<file path="config.mk">
export PLATFORM = sky130hd
export DESIGN_NAME = bus_xfer_ctrl
export DESIGN_NICKNAME = d
export VERILOG_FILES = /design/src/rtl/bus_xfer_pkg.sv /design/src/rtl/bus_xfer_ctrl_dst_onehot_dec.sv /design/src/rtl/bus_xfer_ctrl.sv
export SDC_FILE = /design/constraint.sdc
export NUM_CORES = 1
export LEC_CHECK = 0
export CORE_MARGIN = 5
export CORE_UTILIZATION = 32
export DETAILED_ROUTE_END_ITERATION = 8
export DONT_BUFFER_PORTS = 1
export SKIP_CTS_REPAIR_TIMING = 1
export SYNTH_ARGS = -nofsm -noshare
export SYNTH_HDL_FRONTEND = slang
export SYNTH_HIERARCHICAL = 1
export SYNTH_SLANG_ARGS = --single-unit
</file>
<file path="constraint.sdc">
create_clock -name Clk -period 1.29 [get_ports Clk]
set_input_delay 0.1935 -clock Clk [delete_from_list [all_inputs] [get_ports Clk]]
set_output_delay 0.1935 -clock Clk [all_outputs]
set_load 0.01 [all_outputs]
</file>
<file path="src/rtl/bus_xfer_pkg.sv">
`default_nettype none
// ============================================================================
//  Module      : bus_xfer_pkg
//  Description : Shared types and constants for the W/A/B register-bank
//                bus transfer controller.
//  Revision    : 1.0 - initial release
// ============================================================================
package bus_xfer_pkg;

    // Default geometry of the register bank
    localparam int DEF_WIDTH = 8;
    localparam int DEF_NSRC  = 4;
    localparam int DEF_NDST  = 4;

    // Width of the optional completed-transfer counter
    localparam int COUNT_W   = 16;

    // Transfer sequencing: accept -> settle bus -> pulse write-enable
    typedef enum logic [1:0] {
        IDLE  = 2'd0,
        DRIVE = 2'd1,
        WRITE = 2'd2
    } xfer_state_e;

endpackage : bus_xfer_pkg
`default_nettype wire

</file>
<file path="src/rtl/bus_xfer_ctrl_dst_onehot_dec.sv">
`default_nettype none
// ============================================================================
//  Module      : dst_onehot_dec
//  Description : Combinational destination decoder. Turns a destination
//                index into an NDST-bit one-hot vector and reports whether
//                the index addresses an existing destination.
//  Revision    : 1.0 - initial release
// ============================================================================
module dst_onehot_dec #(
    parameter int NDST  = 4,
    parameter int SEL_W = 2
) (
    input  logic [SEL_W-1:0] dst_sel_i,
    output logic [NDST-1:0]  onehot_o,
    output logic             in_range_o
);

    // One comparator per destination; an out-of-range index yields all zeros
    generate
        for (genvar i = 0; i < NDST; i++) begin : g_bit
            assign onehot_o[i] = (dst_sel_i == SEL_W'(i));
        end
    endgenerate

    // Index is legal only when it names one of the NDST destinations
    assign in_range_o = (32'(dst_sel_i) < 32'(NDST));

endmodule : dst_onehot_dec
`default_nettype wire

</file>
<file path="src/rtl/bus_xfer_ctrl.sv">
`default_nettype none
// ============================================================================
//  Module      : bus_xfer_ctrl
//  Description : Upstream driver of the W/A/B register bank. Accepts one
//                register-transfer request, drives the selected source word
//                onto the registered BusOut, lets it settle for one cycle,
//                then pulses the one-hot destination write-enable for exactly
//                one cycle. Illegal selects set a sticky error flag and walk
//                the sequence without writing.
//  Options     : BUS_XFER_COUNT_EN - adds the 16-bit xfer_count output that
//                counts completed legal transfers (wraps at 0xFFFF).
//  Revision    : 1.0 - initial release
// ============================================================================
module bus_xfer_ctrl
    import bus_xfer_pkg::*;
#(
    parameter int WIDTH = DEF_WIDTH,
    parameter int NSRC  = DEF_NSRC,
    parameter int NDST  = DEF_NDST
) (
    input  logic                     Clk,
    input  logic                     rstN,
    input  logic                     req_valid,
    output logic                     req_ready,
    input  logic [$clog2(NSRC)-1:0]  src_sel,
    input  logic [$clog2(NDST)-1:0]  dst_sel,
    input  logic [NSRC*WIDTH-1:0]    src_data,
    output logic [WIDTH-1:0]         BusOut,
    output logic [NDST-1:0]          WEN,
    output logic                     busy,
    output logic                     sel_err
`ifdef BUS_XFER_COUNT_EN
    ,
    output logic [COUNT_W-1:0]       xfer_count
`endif
);

    localparam int SRC_W = $clog2(NSRC);
    localparam int DST_W = $clog2(NDST);

    // ------------------------------------------------------------------
    // State and datapath registers
    // ------------------------------------------------------------------
    xfer_state_e       state_q,  state_d;
    logic [WIDTH-1:0]  bus_q,    bus_d;
    logic [NDST-1:0]   onehot_q, onehot_d;   // write-enable pattern held for WRITE
    logic [NDST-1:0]   wen_q,    wen_d;
    logic              err_q,    err_d;
`ifdef BUS_XFER_COUNT_EN
    logic              legal_q,  legal_d;    // current transfer will really write
    logic [COUNT_W-1:0] cnt_q;
`endif

    // ------------------------------------------------------------------
    // Request decode
    // ------------------------------------------------------------------
    logic              w_accept;
    logic [WIDTH-1:0]  w_src_word;
    logic              w_src_ok;
    logic [NDST-1:0]   w_dst_onehot;
    logic              w_dst_ok;
    logic              w_legal;

    assign w_accept = req_valid && req_ready;
    assign w_src_ok = (32'(src_sel) < 32'(NSRC));
    assign w_legal  = w_src_ok && w_dst_ok;

    // Destination index decoded straight from the request so the write
    // pattern can be captured together with the bus word at acceptance
    dst_onehot_dec #(
        .NDST  (NDST),
        .SEL_W (DST_W)
    ) u_dst_dec (
        .dst_sel_i  (dst_sel),
        .onehot_o   (w_dst_onehot),
        .in_range_o (w_dst_ok)
    );

    // Source word mux; an out-of-range index falls through to zero
    always_comb begin
        w_src_word = '0;
        for (int i = 0; i < NSRC; i++) begin
            if (src_sel == SRC_W'(i)) begin
                w_src_word = src_data[i*WIDTH +: WIDTH];
            end
        end
    end

    // ------------------------------------------------------------------
    // Next-state and register-input logic
    // ------------------------------------------------------------------
    // Walk IDLE -> DRIVE -> WRITE -> IDLE; capture data only on acceptance
    always_comb begin
        state_d  = state_q;
        bus_d    = bus_q;
        onehot_d = onehot_q;
        wen_d    = wen_q;
        err_d    = err_q;
`ifdef BUS_XFER_COUNT_EN
        legal_d  = legal_q;
`endif
        case (state_q)
            IDLE: begin
                wen_d = '0;
                if (w_accept) begin
                    // Illegal requests still run the sequence, but with a
                    // zeroed bus and no write-enable so nothing is written
                    bus_d    = w_legal ? w_src_word   : '0;
                    onehot_d = w_legal ? w_dst_onehot : '0;
                    if (!w_legal) begin
                        err_d = 1'b1;
                    end
`ifdef BUS_XFER_COUNT_EN
                    legal_d  = w_legal;
`endif
                    state_d  = DRIVE;
                end
            end
            DRIVE: begin
                // Bus has had a full cycle to settle; enable the write
                wen_d   = onehot_q;
                state_d = WRITE;
            end
            WRITE: begin
                // Destination captures BusOut on this edge; drop the enable
                wen_d   = '0;
                state_d = IDLE;
            end
            default: begin
                wen_d   = '0;
                state_d = IDLE;
            end
        endcase
    end

    // State register; asynchronous reset aborts any transfer in flight
    always_ff @(posedge Clk or negedge rstN) begin
        if (!rstN) begin
            state_q  <= IDLE;
            bus_q    <= '0;
            onehot_q <= '0;
            wen_q    <= '0;
            err_q    <= 1'b0;
        end else begin
            state_q  <= state_d;
            bus_q    <= bus_d;
            onehot_q <= onehot_d;
            wen_q    <= wen_d;
            err_q    <= err_d;
        end
    end

`ifdef BUS_XFER_COUNT_EN
    // Count transfers that actually wrote a destination, on the edge leaving WRITE
    always_ff @(posedge Clk or negedge rstN) begin
        if (!rstN) begin
            legal_q <= 1'b0;
            cnt_q   <= '0;
        end else begin
            legal_q <= legal_d;
            if ((state_q == WRITE) && legal_q) begin
                cnt_q <= cnt_q + 1'b1;
            end
        end
    end

    assign xfer_count = cnt_q;
`endif

    // ------------------------------------------------------------------
    // Outputs
    // ------------------------------------------------------------------
    assign req_ready = (state_q == IDLE);
    assign busy      = (state_q != IDLE);
    assign BusOut    = bus_q;
    assign WEN       = wen_q;
    assign sel_err   = err_q;

endmodule : bus_xfer_ctrl
`default_nettype wire
</file>
==> metrics.txt <==
Synth Warn # 6; placed cell area 963.4 µm²; clock group share of total power 0.224; Synth Area in Adders 0; Synth Register Bits 19; worst path bufs/invs 2; synthesized area 932.1 µm²; crit path time final 1.258 ns; Syn Area/Cell 13.71 µm²; Seq/Total Area, Yosys 0.5101; Switching Fraction 0.2769; RSZ-0062 raised after global routing yes; Clock transition at path regs 0.10 ns; hold path start dst_sel[0]; Yosys top cell area share 0.5101; synth cell count leaders dfrtp_1 (19), a22o_1 (8), mux4_2 (8), inv_1 (5); routed wire length 1973 µm; critical path startpoint state_q[1]; initial antenna violation count 0; H-tree depth 1; Crit-path slowest cell dfrtp_1; fmax 0.7952 GHz; Synth-to-Final Area Change 11.27%; drt wl/cell 18.97 µm; fin. max-slew vios 0; via/cell ratio 5.375; Max-slew headroom 0.4706; Slew @ Worst Pin 0.7915 ns; total track usage 0.09784; clk_lat worst skew 0.29 ns; fin util 0.3729; Post-synth EDFFs 0; hpwl dp 1639 µm; largest family of logic cells by synthesized area multiplexers; Synth Net Count 107; post-route cell area 1037 µm²; part of the cycle the worst path needs 0.9748; CTS sink cnt 19; # DRC 0; TritonRoute pass-1 iters 4; CP required 1.10 ns; grt ovf 0; max cap viols 0; DIE AREA 4092 µm²; final hold vios 0; Die Y-Extent 63.97 µm; initial core utilization 0.3351; cell taking the most area after synthesis dfrtp_1; DIE WIDTH 63.97 µm; LEAKAGE 0.4581 nW; largest vdd supply drop 0.4237 mV; DRT iter0 DRCs 8; family with the most delay on the worst path flip-flops; Flop pwr share 0.582; Clock Skew 0.003999 ns; Combinational Power Share 0.193; CP arrival 1.06 ns; internal power 944.5 µW; layout cell share with drive strength beyond 1 0.3014; synthesized instance count 68; ant diodes 0; multiplexer share of the synthesized area 0.2362; CTS tree built; asr flop ratio synth 1.000; critical path type reg -> out; row count 19; Num CTS Buffers 3; Yosys cell types 19; Post-DRT Antenna Nets 0; Final nets 113; CP max FO 3; top-count cell post-synth dfrtp_1; CTS Buffer Depth 2; status complete, no violations; Setup crit end kind output pin; Pwr Density 1259 nW/µm²; post-synthesis xor/xnor area fraction 0; worst r2r src state_q[0]; I/O pins 54; Area contributors post-synth dfrtp_1 (51%), mux4_2 (19%), a22o_1 (7.5%); area of the core 2781 µm²; worst path cell trace buf_6 > nor2_4 > buf_6; most frequent CP cell buf_6; first-pass GRT wire length 3146 µm; CP startpoint kind flop; pin count of the biggest net entering global routing 20; post-synthesis compound-gate area fraction 0.08322; Slowest Stage Delay on Critical Path 0.42 ns; Vias 559; PortBufs 0; post-synthesis simple-gate area fraction 0.1020; vias in the first global route 634; gp weighted congestion 0.7942; Root Driver clkbuf_4; Hold WC Path Type in -> reg; switching pwr 361.6 µW; Main synth FF type dfrtp_1; final setup violation count 0
## per-layer routing
| metal | global-route usage | part of all wire | up-vias |
|---|---|---|---|
| met4 | 0.06234 | 0.023 | 0 |
| met1 | 0.1215 | 0.37 | 275 |
| li1 | - | - | 254 |
| met5 | 0 | 0 | - |
| met3 | 0.02277 | 0.081 | 4 |
| met2 | 0.1520 | 0.52 | 26 |
## power by group through the flow
| stage | clock network (mW) | registers, mW | logic [mW] |
|---|---|---|---|
| floorplan | 0 | 0.751 | 0.185 |
| global placement | 0 | 0.767 | 0.205 |
| detailed placement | 0 | 0.773 | 0.212 |
| CTS | 0.296 | 0.760 | 0.212 |
| global route | 0.323 | 0.774 | 0.277 |
| finish | 0.293 | 0.760 | 0.252 |
## flip-flops by register name, indices dropped and copies added, names as in the netlist
register	count
BusOut	8
state_q	2
sel_err	1
onehot_q	4
WEN	4
## area by class of cell
class	instances	area, µm²
Fill cell	262	1744
Sequential cell	19	475.5
Multi-Input combinational cell	39	424.2
Timing Repair Buffer	5	47.55
Tap cell	31	38.79
Clock buffer	4	26.28
Inverter	6	25.02
## worst paths after layout
kind,cells after the start,end,slack [ns]
max in group asynchronous,1,BusOut[0],0.38
hold reg to reg,1,WEN[1],0.50
hold / removal,3,onehot_q[0],0.06
min in group asynchronous,1,state_q[1],0.42
setup / recovery,3,req_ready,0.03
setup reg to reg,3,onehot_q[2],0.04
## cells by family (layout without fill, tap and decap cells)
group	count (synthesis)	in the layout
flops	19	19
mux	12	12
buf+inv	11	15
other cells	1	1
simple gates	16	17
compound gates	9	9
## through the flow
stage	setup slack (ns)	setup TNS [ns]	power (mW)	hold slack (ns)	instances
detailed placement	-0.1362	-0.6640	0.9844	-0.1015	98
global route	-0.02747	-0.04909	1.374	0.07540	104
CTS	-0.1563	-0.8991	1.268	-0.4234	102
global placement	-0.02380	-0.08960	0.9722	-0.1016	98
floorplan	0.04537	0	0.9355	-0.1021	68
finish	0.03245	0	1.306	0.06456	104
## worst reg2reg max path, cell delays in order (launching register included)
cell and delay (ns):
dfrtp_1 0.41, or3b_4 0.45, inv_4 0.11, mux2i_1 0.20
## cells in the final DEF (no fill, tap or decap), drive strengths merged
| cell | instances |
|---|---|
| and2b | 1 |
| nor2b | 2 |
| dfrtp | 19 |
| or3b | 2 |
| o21bai | 1 |
| and2 | 5 |
| mux4 | 8 |
| mux2i | 4 |
| nor2 | 2 |
| nand2 | 4 |
| nor4bb | 1 |
| conb | 1 |
| buf | 4 |
| clkbuf | 4 |
| a22o | 8 |
| dlygate4sd3 | 1 |
| inv | 6 |
Note: power is estimated with default switching activity, not from simulation.
